[src/rtl/prim_alert_sender.sv]
// Peripheral-side alert sender. Local alert requests and handler pings are
// encoded as a four-phase differential handshake on alert_po/alert_no.
// Differential faults on the incoming ping/ack pairs are reported by driving
// the alert pair non-complementary (1,1 / 0,0 toggling) until they clear.
module prim_alert_sender #(
   parameter bit AsyncOn = 1'b1
) (
   input  logic clk_i,
   input  logic rst_ni,
   input  logic alert_req_i,
   output logic alert_ack_o,
   input  logic ping_pi,
   input  logic ping_ni,
   input  logic ack_pi,
   input  logic ack_ni,
   output logic alert_po,
   output logic alert_no
);

   // Two synchronizer flops for asynchronous handlers, one register otherwise.
   // The local request runs through the same depth, so the alert path and the
   // ack path keep a fixed relative timing for either setting.
   localparam int unsigned SyncDepth = AsyncOn ? 2 : 1;

   typedef enum logic [2:0] {
      Idle   = 3'd0,
      AlPh1  = 3'd1,
      AlPh2  = 3'd2,
      PiPh1  = 3'd3,
      PiPh2  = 3'd4,
      Pause0 = 3'd5,
      Pause1 = 3'd6,
      SigInt = 3'd7
   } state_e;

   logic [SyncDepth-1:0] ping_p_q, ping_n_q, ack_p_q, ack_n_q, req_q;
   logic                 ping_p_s, ping_n_s, ack_p_s, ack_n_s, req_s;

   logic   ping_hist_q;
   logic   ping_event, sigint, ack_hi, ack_lo;
   state_e state_q, state_d;
   logic   ping_pending_q, ping_pending_d;
   logic   ping_rearm_q, ping_rearm_d;
   logic   alert_p_q, alert_p_d;
   logic   alert_n_q, alert_n_d;

   // Input stage: shift incoming pairs and the request through the sync flops.
   // Idle rails reset to the complementary p=0/n=1 so no fault is seen at reset.
   always_ff @(posedge clk_i or negedge rst_ni) begin
      if (!rst_ni) begin
         ping_p_q <= '0;
         ping_n_q <= '1;
         ack_p_q  <= '0;
         ack_n_q  <= '1;
         req_q    <= '0;
      end else begin
         ping_p_q[0] <= ping_pi;
         ping_n_q[0] <= ping_ni;
         ack_p_q[0]  <= ack_pi;
         ack_n_q[0]  <= ack_ni;
         req_q[0]    <= alert_req_i;
         for (int i = 1; i < SyncDepth; i++) begin
            ping_p_q[i] <= ping_p_q[i-1];
            ping_n_q[i] <= ping_n_q[i-1];
            ack_p_q[i]  <= ack_p_q[i-1];
            ack_n_q[i]  <= ack_n_q[i-1];
            req_q[i]    <= req_q[i-1];
         end
      end
   end

   assign ping_p_s = ping_p_q[SyncDepth-1];
   assign ping_n_s = ping_n_q[SyncDepth-1];
   assign ack_p_s  = ack_p_q[SyncDepth-1];
   assign ack_n_s  = ack_n_q[SyncDepth-1];
   assign req_s    = req_q[SyncDepth-1];

   // A ping is a level change on a healthy (complementary) ping pair.
   assign ping_event = (ping_p_s != ping_hist_q) && (ping_p_s != ping_n_s);
   assign sigint     = (ping_p_s == ping_n_s) || (ack_p_s == ack_n_s);
   assign ack_hi     = ack_p_s && !ack_n_s;
   assign ack_lo     = !ack_p_s && ack_n_s;

   // Control state: FSM, ping bookkeeping and the registered alert pair.
   always_ff @(posedge clk_i or negedge rst_ni) begin
      if (!rst_ni) begin
         state_q        <= Idle;
         ping_hist_q    <= 1'b0;
         ping_pending_q <= 1'b0;
         ping_rearm_q   <= 1'b0;
         alert_p_q      <= 1'b0;
         alert_n_q      <= 1'b1;
      end else begin
         state_q        <= state_d;
         ping_hist_q    <= ping_p_s;
         ping_pending_q <= ping_pending_d;
         ping_rearm_q   <= ping_rearm_d;
         alert_p_q      <= alert_p_d;
         alert_n_q      <= alert_n_d;
      end
   end

   // Next-state, ping bookkeeping and handshake completion pulse.
   // ping_rearm remembers pings arriving during a ping handshake so that they
   // survive the clear at its end and trigger one more response.
   always_comb begin
      state_d        = state_q;
      alert_ack_o    = 1'b0;
      ping_pending_d = ping_pending_q | ping_event;
      ping_rearm_d   = 1'b0;

      unique case (state_q)
         Idle: begin
            if (req_s) begin
               state_d = AlPh1;
            end else if (ping_pending_q) begin
               state_d = PiPh1;
            end
         end
         AlPh1: begin
            if (ack_hi) state_d = AlPh2;
         end
         AlPh2: begin
            if (ack_lo) begin
               state_d        = Pause0;
               alert_ack_o    = 1'b1;
               ping_pending_d = ping_event;
            end
         end
         PiPh1: begin
            ping_rearm_d = ping_rearm_q | ping_event;
            if (ack_hi) state_d = PiPh2;
         end
         PiPh2: begin
            ping_rearm_d = ping_rearm_q | ping_event;
            if (ack_lo) begin
               state_d        = Pause0;
               ping_pending_d = ping_rearm_q | ping_event;
            end
         end
         Pause0: state_d = Pause1;
         Pause1: state_d = Idle;
         SigInt: begin
            if (!sigint) state_d = Idle;
         end
         default: state_d = Idle;
      endcase

      // A fault overrides everything; the interrupted request and any pending
      // ping are kept so they are served again once the pairs are healthy.
      if (sigint) begin
         state_d        = SigInt;
         alert_ack_o    = 1'b0;
         ping_pending_d = ping_pending_q | ping_event;
         ping_rearm_d   = 1'b0;
      end
   end

   // Alert pair encoding of the upcoming state; SigInt starts at 1,1 and then
   // inverts both rails every cycle.
   always_comb begin
      alert_p_d = 1'b0;
      alert_n_d = 1'b1;
      unique case (state_d)
         AlPh1, PiPh1: begin
            alert_p_d = 1'b1;
            alert_n_d = 1'b0;
         end
         SigInt: begin
            if (state_q == SigInt) begin
               alert_p_d = ~alert_p_q;
               alert_n_d = ~alert_p_q;
            end else begin
               alert_p_d = 1'b1;
               alert_n_d = 1'b1;
            end
         end
         default: begin
            alert_p_d = 1'b0;
            alert_n_d = 1'b1;
         end
      endcase
   end

   assign alert_po = alert_p_q;
   assign alert_no = alert_n_q;

endmodule

[config.mk]
export PLATFORM = sky130hd
export DESIGN_NAME = prim_alert_sender
export DESIGN_NICKNAME = d
export VERILOG_FILES = /design/src/rtl/prim_alert_sender.sv
export SDC_FILE = /design/constraint.sdc
export NUM_CORES = 1
export LEC_CHECK = 0
export ABC_AREA = 0
export ABC_CLOCK_PERIOD_IN_PS = 2500
export CAP_MARGIN = 20
export CORE_MARGIN = 2
export CORE_UTILIZATION = 50
export CTS_CLUSTER_DIAMETER = 150
export DETAILED_ROUTE_END_ITERATION = 8
export PLACE_DENSITY = 0.77
export SYNTH_ARGS = -nofsm -noshare
export SYNTH_HDL_FRONTEND = slang
export SYNTH_SLANG_ARGS = --single-unit
[constraint.sdc]
create_clock -name clk_i -period 2.5 [get_ports clk_i]
set_clock_uncertainty 0.15 [all_clocks]
set_input_delay 0.375 -clock clk_i [delete_from_list [all_inputs] [get_ports clk_i]]
set_output_delay 0.375 -clock clk_i [all_outputs]
set_load 0.05 [all_outputs]
## Word-level counts from Yosys, hierarchy flattened

Cells that the tools add are included.
W data, S select, Z words.

| storage, ports and cells | value |
|---|---|
| flip-flop bits (word level) | 18 |
| output and inout port bits | 3 |

| cells by class | value |
|---|---|
| equal/unequal tests | 14 |
| multiplexer cells | 19 |
| bitwise operators | 3 |
| reduce and logical (&&, ||, !) cells | 11 |

Operator list:

| cell | number |
|---|---|
| $mux W3 | 6 |
| $pmux W3 S6 | 1 |
| $eq A3 B3 Y1 const B | 5 |
| $eq A3 B2 Y1 const B | 3 |
| $mux W1 | 9 |
| $reduce_or A2 Y1 | 4 |
| $eq A3 B1 Y1 const B | 2 |
| $pmux W1 S2 | 3 |
| $logic_and A1 B1 Y1 | 3 |
| $logic_not A3 Y1 | 1 |
| $eq A1 B1 Y1 | 2 |
| $logic_not A1 Y1 | 2 |
| $ne A1 B1 Y1 | 2 |
| $or A1 B1 Y1 | 2 |
| $logic_or A1 B1 Y1 | 1 |
| $not A1 Y1 | 1 |

## Depth between registers and ports, before layout

Gate-level depths: netlist of run 1.

| depth | value |
|---|---|
| word-level depth | 8 |
| depth in mapped cells | 6 |

## Worst setup path before layout of run 1

OpenSTA, ideal clock, no wires.

| timing | value |
|---|---|
| kind | register -> output |
| start point | register ack_n_q[1] |
| end point | output alert_ack_o |
| arrival time | 1.676 ns |
| data required time | 1.975 ns |
| setup slack | 0.299 ns |
| stages on the path, launching flop included | 5 |
| cell sequence | dfstp_2 ha_1 nor2_2 nand2_1 nor2_1 |

| on the way | value |
|---|---|
| longest elaborated chain between the ends | 4 |

RTL lines:

| element | RTL line | RTL |
|---|---|---|
| start, declared | 36 | `logic [SyncDepth-1:0] ping_p_q, ping_n_q, ack_p_q, ack_n_q, req_q;` |
| start signal, assigned by index | 66 | `ack_n_q[i] <= ack_n_q[i-1];` |
| $logic_and A1 B1 Y1 | 82 | `assign ack_lo = !ack_p_s && ack_n_s;` |
| $mux W1 | 124 | `if (ack_lo) begin` |
| $mux W1 | 112 | `unique case (state_q)` |
| $mux W1 * | 151 | `if (sigint) begin` |
| end, declared | 11 | `output logic alert_ack_o,` |

Mark *: on every way between the ends. The rest lies on a longest branch, timed or not.

## Worst setup path in the final report of run 1

Ends and elaborated chain as after synthesis.

==> flow_summary.json, run 1 <==
{
  "start_util_pct": 55.3,
  "fin_ws_ps": 236,
  "status": "complete, no violations",
  "end_kind": "output port",
  "fin_crit_sh_pct": 90.5,
  "totalNegativeSetupSlack_ps": 0,
  "cts_made_buffers": 3,
  "post-route-drc-count": 0,
  "grt-ovfl-total": 0,
  "rows": 13,
  "dr.pass1.iters": 4,
  "layout_commonest_cell": "dfrtp_1",
  "n_antenna_cell": 0,
  "clkTransAtPathRegs_ps": 90,
  "critPathRequiredTime_ps": 1980,
  "area_growth_pct": 19.9,
  "rrSetupSlack_ps": 720,
  "core_um2": 1330,
  "clk_latency_ps": 280,
  "hold_violations": 0,
  "dieArea_um2": 1800,
  "ys_warn_count": 0,
  "drv_cap": 0,
  "whs_path_depth": 0,
  "rsz0062_at_grt": "no",
  "io_buffers": 9,
  "cts_buffer_depth": 2,
  "synth.distinct_cells": 26,
  "hold_buffers": 0,
  "power-per-cell-area_nw_per_um2": 716,
  "min_period_ps": 2260,
  "grt_max_degree": 19,
  "final_cell_mix": "dfrtp_1, clkdlybuf4s50_1, nand2_1, dfstp_2",
  "ir_drop_uv": 378,
  "via_count": 481,
  "ctsResizeCount": 0,
  "slew_headroom_pct": 51.3,
  "post-cts-setup-buffers": 0,
  "met2WireLength_um": 497,
  "wl_per_cell_um": 11.9,
  "crit_arrival_ps": 1740,
  "ios": 10,
  "dieWidth_um": 42.4,
  "ys_ff_latch": 18,
  "cts_root_buffer": "clkbuf_4",
  "min_to": "ack_p_q[1]",
  "htree_levels": 1,
  "r2r-end": "ping_pending_q",
  "crit_fanout": 6,
  "place_congestion": 0.844,
  "hold_path_class": "flop to flop",
  "synthTopCellsByArea": "dfrtp_1, dfstp_2, ha_1",
  "drtIter0Drc": 6,
  "track_usage_pct": 15.1,
  "syn-cell-area_um2": 737,
  "wl_met1_um": 518,
  "p_leak_nw": 0.370,
  "nets": 84,
  "antenna_found_initial": 0,
  "grt_pass1_wl_um": 1930,
  "syn_nets": 72,
  "worstSetupPathType": "flop to output port",
  "synth.largest_area_cell": "dfrtp_1",
  "totalWireLength_um": 1060,
  "viasPerCell": 5.40,
  "hold_start": "ack_p_q[0]",
  "yosysSeqAreaShare_pct": 62.0,
  "drive_above_1_share_pct": 16.2,
  "synth_top_area_share_pct": 44.1,
  "timing.rr.start": "ack_n_q[1]",
  "syn_area_per_cell_um2": 11.7,
  "syn_inst": 63,
  "cts_tree": "built",
  "drv_slew": 0,
  "worst-r2r-cell-count": 4,
  "dieHeight_um": 42.4,
  "clock-sinks": 18,
  "startpoint_type": "flop",
  "setup_viol": 0,
  "wl_met3_um": 34,
  "place_hpwl_um": 821,
  "pre_cts_slack_ps": 549,
  "clock.fmax_ghz": 0.442,
  "worstMarginPinSlew_ps": 728,
  "highest_layer": "met4",
  "ant_nets": 0,
  "grt_pass1_vias": 465
}
## worst max-delay path by stage
stage | start | slack (ps) | end | depth (start not counted)
finish | ack_n_q[1] | 240 | alert_ack_o | 5
global route | ack_n_q[1] | 130 | alert_ack_o | 5
CTS | ack_n_q[1] | 210 | alert_ack_o | 5
detailed placement | ack_n_q[1] | 550 | alert_ack_o | 5
global placement | ack_n_q[1] | 580 | alert_ack_o | 5
floorplan | ack_n_q[1] | 300 | alert_ack_o | 4
## report_power, final
part | internal (mW) | switching [mW]
registers | 0.320 | 0.0208
clock network | 0.0885 | 0.0804
logic | 0.0525 | 0.0705
total | 0.461 | 0.172
## metrics by stage
stage / hold WS [ps] / util, % / instance area (µm²) / total power, mW / std cells
finish: 205 / 66.2 / 883 / 0.633 / 89
floorplan: -70.6 / - / 737 / 0.427 / 63
global route: 216 / 66.2 / 883 / 0.673 / 89
global placement: 182 / 63.5 / 847 / 0.468 / 85
CTS: 209 / 66.2 / 883 / 0.647 / 89
detailed placement: 186 / 63.5 / 847 / 0.470 / 85
## cells by family after synthesis
family                     synth area share [%]
xor gates and xnor gates                   1.19
buffers and inverters                      3.22
DFF                                        62.0
and+or+nand+nor                            15.8
adders and majority gates                  3.40
muxes                                      2.89
AOI/OAI and AO/OA                          11.5
## area by class of cell
class,instances,area [µm²]
Inverter,4,15.0
Clock buffer,4,36.3
Timing Repair Buffer,9,100
Sequential cell,18,457
Tap cell,15,18.8
Multi-Input combinational cell,39,256
Fill cell,117,450
## state kept, by name, indices dropped and copies added, names as in the netlist
| signal | cells |
|---|---|
| alert_no | 1 |
| ping_pending_q | 1 |
| alert_po | 1 |
| state_q | 3 |
| ping_n_q | 2 |
| ping_hist_q | 1 |
| ack_n_q | 2 |
| ping_p_q | 2 |
| ping_rearm_q | 1 |
| ack_p_q | 2 |
| req_q | 2 |
## worst max-delay path: stages (launching register included)
cell and delay (ps):
dfstp_2 540, ha_1 250, nor2_2 220, nand2_1 100, nor2_1 180, buf_12 160
## layer usage
metal / track usage (%) / up-vias
li1: - / 246
met1: 20.9 / 222
met2: 21.2 / 11
met3: 3.88 / 2
met4: 9.38 / 0
met5: 0 / -
## cell usage after synthesis
master / count
dfrtp_1: 13
dfstp_2: 5
nand2_1: 5
a21oi_1: 4
inv_1: 4
nor2_1: 4
nand2b_1: 3
o21ai_0: 3
and4_1: 2
ha_1: 2
o21a_1: 2
o221ai_1: 2
a2111o_1: 1
and2b_4: 1
buf_2: 1
clkbuf_1: 1
mux2_1: 1
mux2i_1: 1
nand3_1: 1
nand3b_1: 1
nor2_2: 1
nor2b_1: 1
nor3_1: 1
nor4_1: 1
o22ai_1: 1
xnor2_1: 1
Power figures use the tool's default switching activity.
==> run 2, diff against run 1 <==
Settings changed: SLEW_MARGIN from default to 20.
==> results of run 2 <==
Final layout, timing and power as in run 1 (identical DEF).
==> run 3, diff against run 2 <==
Settings changed: ABC_CLOCK_PERIOD_IN_PS 2500 to 2800.
Clock period 2.5 ns to 2.8 ns, I/O delays scaled along.
==> run 3 against run 2 <==
Utilization is 1.7 points lower; flip-flop and latch count stayed put; clock-buffer cell count stayed put; sequential share of layout area is 1.4 points higher; first-iteration DRC count is 50% lower; total power is 14% lower; highest routed layer unchanged; critical path depth unchanged.
==> flow_summary.json, run 3 (synthesis gave the netlist of run 1 again) <==
{
  "totalWireLength_um": 1120,
  "p_sw_mw": 0.154,
  "power_frac_seq_pct": 56.2,
  "cpMaxStageDelayCell": "dfstp_2",
  "track_usage_pct": 15.1,
  "fin_ws_ps": 522,
  "cts_buffer_depth": 2,
  "max_stage_delay_ps": 540,
  "ios": 10,
  "setup_viol": 0,
  "cts_made_buffers": 3,
  "top_usage_layer": "met2",
  "grt_pass1_vias": 479,
  "grt_max_degree": 19,
  "dieWidth_um": 42.4,
  "layout_commonest_cell": "dfrtp_1",
  "p_comb_share_pct": 20.6,
  "grt-ovfl-total": 0,
  "ant_nets": 0,
  "clock-sinks": 18,
  "drv_cap": 0,
  "largest_reg_flops": 3,
  "hold_violations": 0,
  "startpoint_type": "flop",
  "n_antenna_cell": 0,
  "cts_root_buffer": "clkbuf_4",
  "critPathRequiredTime_ps": 2230,
  "grt_pass1_wl_um": 1970,
  "wl_per_cell_um": 12.6,
  "crit_arrival_ps": 1710,
  "end_kind": "output port",
  "drive_above_1_share_pct": 14.9,
  "worstMarginPinSlew_ps": 731,
  "ir_drop_uv": 460,
  "final_cell_mix": "dfrtp_1, clkdlybuf4s50_1, nand2_1, dfstp_2",
  "pre_cts_slack_ps": 835,
  "post-cts-setup-buffers": 0,
  "totalNegativeSetupSlack_ps": 0,
  "swShare_pct": 28.4,
  "crit_buf_inv": 1,
  "nets": 84,
  "dieHeight_um": 42.4,
  "place_hpwl_um": 874,
  "rsz0062_at_grt": "no",
  "viasPerCell": 5.76,
  "clk_latency_ps": 290,
  "post-route-drc-count": 0,
  "hold_buffers": 0,
  "use_met2_pct": 22.8,
  "drtIter0Drc": 3,
  "gr-usage-met3_pct": 3.88,
  "core_um2": 1330,
  "cts_tree": "built",
  "fin_area_um2": 861,
  "slew_headroom_pct": 51.1,
  "hold_path_class": "flop to flop",
  "crit_fanout": 6,
  "dr.pass1.iters": 4,
  "htree_levels": 1,
  "fin_crit_sh_pct": 81.4,
  "place_area_um2": 835,
  "crit_family": "flip-flops",
  "clock.fmax_ghz": 0.439,
  "via_count": 513,
  "clockPowerShare_pct": 23.3,
  "drv_slew": 0,
  "fill_cells": 119,
  "worstSetupPathType": "flop to output port",
  "met1_usage_pct": 19.1,
  "dieArea_um2": 1800,
  "p_leak_nw": 0.361,
  "rows": 13,
  "p_int_mw": 0.388,
  "io_buffers": 9,
  "start_util_pct": 55.3,
  "regMostFlops": "state_q",
  "place_congestion": 0.863,
  "antenna_found_initial": 0,
  "clkTransAtPathRegs_ps": 90,
  "area_growth_pct": 16.8,
  "crit_chain": "ha_1 > nor2_2 > nand2_1 > nor2_1 > buf_4",
  "ctsResizeCount": 0,
  "status": "complete, no violations",
  "power-per-cell-area_nw_per_um2": 629,
  "min_period_ps": 2280
}
-- run 3: cell counts in the layout (fill, tap and decap cells not counted) --
Identical to the previous run, type by type.
-- run 3: layout make-up --
cell class	instances	area (µm²)	area share [%]
Clock buffer	4	26.3	3.05
Tap cell	15	18.8	2.18
Multi-Input combinational cell	39	256	29.8
Sequential cell	18	457	53.1
Inverter	4	15.0	1.74
Timing Repair Buffer	9	87.6	10.2
-- run 3: per-stage QoR --
| stage | total power [mW] | instances | hold WS (ps) | util (%) |
|---|---|---|---|---|
| 2_1_floorplan | 0.381 | 63 | -25.6 | - |
| 3_3_place_gp | 0.418 | 85 | 181 | 62.6 |
| 3_5_place_dp | 0.420 | 85 | 187 | 62.6 |
| 4_1_cts | 0.550 | 89 | 210 | 64.5 |
| 5_1_grt | 0.572 | 89 | 217 | 64.5 |
| 6_report | 0.542 | 89 | 207 | 64.5 |
-- run 3: worst reg2reg max path: cells and delay by family (launching register included) --
| kind | cells | cell delay [ps] |
|---|---|---|
| fa+ha+maj | 1 | 250 |
| flops | 1 | 540 |
| compound gates | 1 | 420 |
| simple gates | 2 | 340 |
-- run 3: path summary, 6_finish.rpt --
path                             endpoint  slack (ps)        start  cells past startpoint
setup reg to reg           ping_pending_q         990   ack_n_q[1]                      4
setup / recovery              alert_ack_o         520   ack_n_q[1]                      5
hold / removal                ping_p_q[1]         210  ping_p_q[0]                      0
max in group asynchronous      state_q[2]        1630       rst_ni                      1
hold reg to reg               ping_p_q[1]         210  ping_p_q[0]                      0
min in group asynchronous        req_q[0]         410       rst_ni                      1
-- run 3: layer usage --
layer / vias up / routed length [µm]
li1: 241 / -
met1: 255 / 486
met2: 15 / 571
met3: 2 / 48
met4: 0 / 17
met5: - / 0
-- run 3: power groups by stage --
stage / registers [mW] / clock network [mW] / logic, mW
final: 0.304 / 0.126 / 0.111
after global routing: 0.308 / 0.144 / 0.120
after CTS: 0.304 / 0.134 / 0.112
after detailed placement: 0.309 / 0 / 0.111
after global placement: 0.308 / 0 / 0.109
after floorplan: 0.327 / 0 / 0.0543
